<file path="config.mk">
export PLATFORM = sky130hd
export DESIGN_NAME = cam_frame_capture
export DESIGN_NICKNAME = d
export VERILOG_FILES = /design/src/rtl/cam_frame_capture.sv
export SDC_FILE = /design/constraint.sdc
export NUM_CORES = 1
export LEC_CHECK = 0
export CORE_ASPECT_RATIO = 0.5
export CORE_MARGIN = 5
export CORE_UTILIZATION = 33
export CTS_CLUSTER_SIZE = 30
export DETAILED_ROUTE_END_ITERATION = 10
export PLACE_DENSITY_LB_ADDON = 0.15
export SKIP_LAST_GASP = 1
export SYNTH_ARGS = -nofsm -noshare
export SYNTH_HDL_FRONTEND = slang
export SYNTH_SLANG_ARGS = --single-unit
</file>
<file path="constraint.sdc">
create_clock -name clk -period 4.7 [get_ports clk]
set_input_delay 1.41 -clock clk [delete_from_list [all_inputs] [get_ports clk]]
set_output_delay 1.41 -clock clk [all_outputs]
set_load 0.05 [all_outputs]
</file>
<file path="src/rtl/cam_frame_capture.sv">
// DVP camera capture engine: pairs sensor bytes into pixels and writes them to a frame
// buffer, with RGB444/RGB565 formatting, 2x decimation, single/continuous modes and sticky errors.
module cam_frame_capture #(
  parameter int H_ACTIVE = 640,
  parameter int V_ACTIVE = 480,
  parameter int PIX_W    = 12,
  parameter int ADDR_W   = 19
) (
  input  logic              clk,
  input  logic              rstn,
  input  logic              cam_vsync,
  input  logic              cam_href,
  input  logic [7:0]        cam_data,
  input  logic              arm,
  input  logic              abort,
  input  logic              continuous,
  input  logic              fmt,
  input  logic              decim_en,
  output logic              wr_en,
  output logic [ADDR_W-1:0] wr_addr,
  output logic [PIX_W-1:0]  wr_data,
  output logic              busy,
  output logic              frame_done,
  output logic [15:0]       frame_count,
  output logic              err_line,
  output logic              err_ovf
);

  typedef enum logic [1:0] {
    S_IDLE    = 2'd0,
    S_WAIT_VS = 2'd1,
    S_CAPTURE = 2'd2,
    S_DONE    = 2'd3
  } state_t;

  // One spare bit so the next-address counter can sit at the limit without wrapping.
  typedef logic [ADDR_W:0]  addr_ext_t;
  typedef logic [PIX_W-1:0] pix_t;

  localparam addr_ext_t   LIM_FULL = addr_ext_t'(H_ACTIVE * V_ACTIVE);
  localparam addr_ext_t   LIM_DEC  = addr_ext_t'((H_ACTIVE * V_ACTIVE) / 4);
  localparam logic [15:0] H_LIM    = 16'(H_ACTIVE);
  localparam logic [15:0] V_LIM    = 16'(V_ACTIVE);

  function automatic pix_t fmt_pixel(input logic fmt_565, input logic [7:0] b0,
                                     input logic [7:0] b1);
    pix_t p;
    if (!fmt_565) begin
      p = pix_t'({b0[3:0], b1});
    end else if (PIX_W == 16) begin
      p = pix_t'({b0, b1});
    end else begin
      p = pix_t'({b0[7:4], b0[2:0], b1[7], b1[4:1]});
    end
    return p;
  endfunction

  function automatic logic [15:0] sat_inc(input logic [15:0] v);
    return (v == 16'hFFFF) ? v : v + 16'd1;
  endfunction

  state_t            state_q, state_d;
  logic              vs_prev_q, href_prev_q;
  logic              phase_q, phase_d;
  logic [7:0]        b0_q, b0_d;
  logic [15:0]       col_q, col_d;
  logic [15:0]       line_q, line_d;
  addr_ext_t         addr_q, addr_d;
  logic              wr_en_q, wr_en_d;
  logic [ADDR_W-1:0] wr_addr_q, wr_addr_d;
  pix_t              wr_data_q, wr_data_d;
  logic              busy_q, busy_d;
  logic              frame_done_q, frame_done_d;
  logic [15:0]       frame_count_q, frame_count_d;
  logic              err_line_q, err_line_d;
  logic              err_ovf_q, err_ovf_d;

  logic      vsync_fall_s, vsync_rise_s, href_fall_s, keep_s;
  addr_ext_t lim_s;
  pix_t      pix_s;

  assign vsync_fall_s = vs_prev_q & ~cam_vsync;
  assign vsync_rise_s = ~vs_prev_q & cam_vsync;
  assign href_fall_s  = href_prev_q & ~cam_href;
  assign lim_s        = decim_en ? LIM_DEC : LIM_FULL;
  assign keep_s       = ~decim_en | (~col_q[0] & ~line_q[0]);
  assign pix_s        = fmt_pixel(fmt, b0_q, cam_data);

  // Next-state, pixel assembly, write generation and error tracking.
  always_comb begin
    state_d       = state_q;
    phase_d       = phase_q;
    b0_d          = b0_q;
    col_d         = col_q;
    line_d        = line_q;
    addr_d        = addr_q;
    wr_en_d       = 1'b0;
    wr_addr_d     = wr_addr_q;
    wr_data_d     = wr_data_q;
    err_line_d    = err_line_q;
    err_ovf_d     = err_ovf_q;

    case (state_q)
      S_IDLE: begin
        if (arm && !abort) begin
          state_d    = S_WAIT_VS;
          err_line_d = 1'b0;
          err_ovf_d  = 1'b0;
        end else begin
          state_d = S_IDLE;
        end
      end
      S_WAIT_VS: begin
        if (vsync_fall_s) begin
          state_d = S_CAPTURE;
          addr_d  = addr_ext_t'(0);
          line_d  = 16'd0;
          col_d   = 16'd0;
          phase_d = 1'b0;
        end else begin
          state_d = S_WAIT_VS;
        end
      end
      S_CAPTURE: begin
        if (vsync_rise_s) begin
          state_d    = S_DONE;
          err_line_d = err_line_q | (line_q != V_LIM);
        end else begin
          state_d = S_CAPTURE;
        end
        if (cam_href) begin
          if (!phase_q) begin
            b0_d    = cam_data;
            phase_d = 1'b1;
          end else begin
            phase_d = 1'b0;
            col_d   = sat_inc(col_q);
            // Pixels past the last line or the buffer end are dropped and flagged.
            if (line_q >= V_LIM) begin
              err_ovf_d = 1'b1;
            end else if (keep_s) begin
              if (addr_q >= lim_s) begin
                err_ovf_d = 1'b1;
              end else begin
                wr_en_d   = 1'b1;
                wr_addr_d = addr_q[ADDR_W-1:0];
                wr_data_d = pix_s;
                addr_d    = addr_q + addr_ext_t'(1);
              end
            end else begin
              err_ovf_d = err_ovf_q;
            end
          end
        end else begin
          phase_d = 1'b0;
          if (href_fall_s) begin
            err_line_d = err_line_d | (col_q != H_LIM) | phase_q;
            line_d     = sat_inc(line_q);
            col_d      = 16'd0;
          end else begin
            line_d = line_q;
          end
        end
      end
      S_DONE: begin
        state_d = continuous ? S_WAIT_VS : S_IDLE;
      end
      default: begin
        state_d = S_IDLE;
      end
    endcase

    // Abort overrides every transition and kills the write that would follow.
    state_d       = abort ? S_IDLE : state_d;
    wr_en_d       = wr_en_d & ~abort;
    frame_done_d  = (state_d == S_DONE);
    frame_count_d = frame_done_d ? frame_count_q + 16'd1 : frame_count_q;
    busy_d        = (state_d != S_IDLE);
  end

  // State and registered outputs.
  always_ff @(posedge clk or negedge rstn) begin
    if (!rstn) begin
      state_q       <= S_IDLE;
      vs_prev_q     <= 1'b0;
      href_prev_q   <= 1'b0;
      phase_q       <= 1'b0;
      b0_q          <= 8'd0;
      col_q         <= 16'd0;
      line_q        <= 16'd0;
      addr_q        <= addr_ext_t'(0);
      wr_en_q       <= 1'b0;
      wr_addr_q     <= '0;
      wr_data_q     <= '0;
      busy_q        <= 1'b0;
      frame_done_q  <= 1'b0;
      frame_count_q <= 16'd0;
      err_line_q    <= 1'b0;
      err_ovf_q     <= 1'b0;
    end else begin
      state_q       <= state_d;
      vs_prev_q     <= cam_vsync;
      href_prev_q   <= cam_href;
      phase_q       <= phase_d;
      b0_q          <= b0_d;
      col_q         <= col_d;
      line_q        <= line_d;
      addr_q        <= addr_d;
      wr_en_q       <= wr_en_d;
      wr_addr_q     <= wr_addr_d;
      wr_data_q     <= wr_data_d;
      busy_q        <= busy_d;
      frame_done_q  <= frame_done_d;
      frame_count_q <= frame_count_d;
      err_line_q    <= err_line_d;
      err_ovf_q     <= err_ovf_d;
    end
  end

  assign wr_en       = wr_en_q;
  assign wr_addr     = wr_addr_q;
  assign wr_data     = wr_data_q;
  assign busy        = busy_q;
  assign frame_done  = frame_done_q;
  assign frame_count = frame_count_q;
  assign err_line    = err_line_q;
  assign err_ovf     = err_ovf_q;

endmodule

</file>
* Word level (Yosys, flattened, before mapping)
Index checks and enable logic that the tools add are counted.
** Storage, ports and cells
- Register bits :: 117
- Bits in latches :: 0
- Memory bits (writable) :: 0
- Memory bits (read-only) :: 0
- Input bits :: 17
- Logic and storage cells :: 125
- Memories :: 0
** Cells by class
- $add $sub $neg :: 4
- Multiply operators :: 0
- Divide/modulo/power cells :: 0
- $lt $le $gt $ge :: 2
- Equality and inequality tests :: 23
- Shift-type cells :: 0
- Multiplexer cells :: 47
- Bitwise gates (word level) :: 19
- Reductions and logical operators :: 14
** Operator list (count)
- 16-bit two-way mux :: 8
- 20-bit two-way mux :: 6
- 16-bit one-hot mux with 2 select lines :: 2
- 16-bit by 1-bit adder with 16-bit output (second input constant) :: 3
- 20-bit one-hot mux with 2 select lines :: 1
- 16-bit == test (second input constant) :: 2
- 1-bit two-way mux :: 22
- 20-bit by 1-bit adder with 20-bit output (second input constant) :: 1
- 20-bit by 19-bit >= comparator with 1-bit output :: 1
- 2-bit inequality test (second input constant) :: 10
- 19-bit two-way mux :: 1
- 16-bit by 9-bit >= comparator with 1-bit output (second input constant) :: 1
- 16-bit by 10-bit inequality test with 1-bit output (second input constant) :: 1
- 16-bit by 9-bit inequality test with 1-bit output (second input constant) :: 1
- 3-bit inequality test (second input constant) :: 5
- 12-bit two-way mux :: 1
- 6-bit AND reduction :: 2
- 1-bit inverter :: 10
- 5-bit AND reduction :: 2
- 2-bit one-hot mux with 4 select lines :: 1
- 7-bit AND reduction :: 1
- 2-bit == test (second input constant) :: 3
- 1-bit one-hot mux with 2 select lines :: 3
- 2-bit nonzero test :: 3
- 9 further kinds :: 18

* Longest topological paths before layout
- Depth in word-level cells :: 9
- Mapped depth :: 9
- Depth with buffers taken out :: 7

* Worst setup path before layout
Ideal clock, no wire load.
- Path type :: input port to flip-flop
- Start point :: in decim_en
- End point :: reg wr_addr_q[10] (netlist: wr_addr[10])
- Library setup time :: 125 ps
- Arrival time :: 3248 ps
- Required time :: 4575 ps
- Path slack :: 1328 ps
- Stages :: 8
- Cells stage by stage :: inv_1 ha_1 nand4bb_1 or4b_1 o2111ai_4 buf_6 buf_6 mux2_2
** On the way
- Longest elaborated chain between the ends :: 4
- Elaborated cells between the ends (all ways) :: 6
- Those cells by class :: order compare: 1; mux: 1; bitwise: 3; reduce/logical: 1
** RTL lines
- start, declared :: RTL line 18 : input logic decim_en,
- 19-bit two-way mux :: RTL line 85 : assign lim_s = decim_en ? LIM_DEC : LIM_FULL;
- 20-bit by 19-bit >= comparator with 1-bit output :: RTL line 142 : if (addr_q >= lim_s) begin
- 1-bit inverter (no line)
- 6-bit AND reduction (no line) (*)
- end signal, assigned :: RTL line 210 : wr_addr_q <= wr_addr_d;
- end, declared :: RTL line 70 : logic [ADDR_W-1:0] wr_addr_q, wr_addr_d;
Every way passes the cells marked *; elsewhere a longest branch is shown, timed or not.
A chain may end at the register's enable or synchronous reset.

* Final worst setup path
- Start point :: in decim_en
- End point :: reg wr_addr_q[11] (netlist: wr_addr[11])
The elaborated chain is that of the path after synthesis.

==> results.md <==
* Top_reg_cell synth: dfrtp_1
* Setup crit end kind: register
* Crit path kind: in -> reg
* HP Class: reg -> reg
* Net count, final at approximately 670
* Critical path arrival at between 4 and 5 ns
* DIE HEIGHT at between 100 and 150 um
* Yosys warnings at 0
* Synth Instances at between 500 and 600
* WP data required at between 4 and 5 ns
* Final setup vio count at 0
* Worst hold slack at between 0.4 and 0.5 ns
* Period utilization at 0.821
* Number of hold buffers added after cts at 0
* Resize count post-CTS at 0
* Cell Area, Synth at 5890 um^2
* DR pass1 iterations at 4
* VDD IR-drop max at between 200 and 250 uV
* Setup TNS at 0 ns
* Leakage at 3.11 nW
* Die area at a little over 20,000 um^2
* Pre-CTS setup slack at 0.398 ns
* Fin. Hold Viols at 0
* Setup bufs post-CTS at 0
* Syn avg cell area at 10.4 um^2
* Commonest cells after routing, fill and taps aside: dfrtp_1, clkdlybuf4s50_1, nand2_1
* Final Critical Period at 3.86 ns
* Worst rel slew slack at 0.308
* Top Ports at 69
* Routability Congestion at ~0.8
* Area Growth Syn to Fin at 25.8%
* Standard-cell row count at 34
* Pwr Density at 389 nW/um^2
* DIE WIDTH at 199 um
* Antenna Diode Count at 0
* Synth area leader: dfrtp_1
* Clk Tree Root Cell: clkbuf_16
* Clk sinks at about 120
* Crit path max fanout at between 40 and 50
* CTS Buf Count at 17
* FF+latch count, synth at roughly 120
* Actual slew at the worst max-slew pin at 1.02 ns
* MaxCap Viol Count at 0
* DRT iter0 DRCs at about 250
* Startpoint types: primary input
* Clk Latency, worst-skew pair at 0.42 ns
* DRC errors left at 0
* Outcome: finished clean
* Initial antenna violation count at 0
* Initial Utilization at 0.338
* Synth async-reset ratio at 1.00
* Clock transition at path regs at 0.06 ns
* Clock Skew at between 0.01 and 0.015 ns
* Most common cell after layout, fill and taps aside: dfrtp_1
* Vias in the first global route at ~4,600
* Post-synth EDFFs at 0
* Routed vias/inst at 5.18
* Global-route wire length before repair at 24.4 mm
* Core ar. at 17,400 um^2
* RSZ-0062 raised after global routing: false
* GRT Total Usage at 0.144
* Antenna Nets Post-Route at 0
* Via count at 4,599
* Clock buffer depth at 2
* F_max at between 200 and 300 MHz
* Register area share after synthesis at 0.497
* TritonCTS clock tree: built
* Port Buf Inserts at 68
* WL final at between 10 and 15 mm
* Syn Nets at 598
* Total grt overflow at 0
* Largest net degree at the start of global routing at 61
* DR WL/cell at ~16 um
* Synth area leaders: dfrtp_1, mux2_2, nand2_1
* Post-synth top area share at 0.497
* Layout cell share with drive strength beyond 1 at 0.126
* Synth cell types at 53
* Htree depth at 4
* Max Slew Vio Count at 0
* Post-DP HPWL at between 9 and 10 mm
* Final worst slack at about 0.84 ns
cells in the mapped netlist, drive strengths merged (12+ instances only):
| master | number |
|---|---|
| or3 | 15 |
| dfrtp | 117 |
| a21oi | 27 |
| inv | 12 |
| o21ai | 39 |
| nand3 | 28 |
| nor2 | 34 |
| o31ai | 19 |
| mux2 | 29 |
| nor3 | 20 |
| mux2i | 17 |
| ha | 12 |
| nand4 | 15 |
| xnor2 | 21 |
| nand2 | 53 |
critical path: stages:
cell	delay, ns
clkdlybuf4s50_1	0.60
inv_1	0.10
ha_1	0.29
nand4bb_1	0.12
or4b_1	0.58
o2111ai_4	0.41
buf_12	0.27
mux2_2	0.36
path summary, 6_finish.rpt:
path / from / end / slack (ns) / depth (start not counted)
max in group asynchronous: rstn / frame_count[14] / 2.85 / 2
min in group asynchronous: rstn / addr_q[15] / 1.05 / 1
min: frame_count[15] / frame_count[15] / 0.47 / 1
max reg2reg: addr_q[18] / wr_addr[11] / 2.06 / 6
min reg2reg: frame_count[15] / frame_count[15] / 0.47 / 1
max: decim_en / wr_addr[11] / 0.84 / 8
flip-flops by register name, indices dropped and copies added (netlist names):
register / flops
addr_q: 20
b0_q: 8
busy: 1
col_q: 16
err_line: 1
err_ovf: 1
frame_count: 16
frame_done: 1
href_prev_q: 1
line_q: 16
phase_q: 1
state_q: 2
vs_prev_q: 1
wr_addr: 19
wr_data: 12
wr_en: 1
power breakdown:
part / internal [mW] / switching [mW]
Sequential: 1.09 / 0.0630
Clock: 0.801 / 0.513
Combinational: 0.154 / 0.266
cell type report:
cell class	instances	area (um^2)
clock buffers	19	443
flip-flops and latches	117	2930
fillers	1709	10000
inverters	12	45.0
repair buffers	74	748
well taps	234	293
clock inverters	13	149
multi-input cells	418	2800
routing by layer:
layer / global-route usage / routed length [um] / part of all wire
met1: 0.200 / 7120 / 0.50
met5: 0 / 0 / 0
met2: 0.226 / 6590 / 0.46
met3: 0.0350 / 431 / 0.030
met4: 0.0366 / 136 / 0.0095
stage by stage:
stage	cell area, um^2	utilization	cells	total power, mW
6_report	7410	0.425	887	2.88
5_1_grt	7410	0.425	887	2.99
4_1_cts	7410	0.425	887	2.92
3_5_place_dp	6820	0.391	855	1.59
3_3_place_gp	6820	0.391	855	1.59
2_1_floorplan	5890	-	569	1.42
kinds of logic (layout without fill, tap and decap cells):
group / after synthesis / count (layout) / share of synthesized area
AND/OR/NAND/NOR: 233 / 233 / 0.219
flip-flops: 117 / 117 / 0.497
AO/OA/AOI/OAI: 100 / 100 / 0.105
multiplexers: 46 / 46 / 0.0843
buffers and inverters: 34 / 118 / 0.0291
XOR/XNOR: 27 / 27 / 0.0401
adder cells (fa/ha/maj): 12 / 12 / 0.0255
No activity file was read; power rests on OpenSTA's default activity.
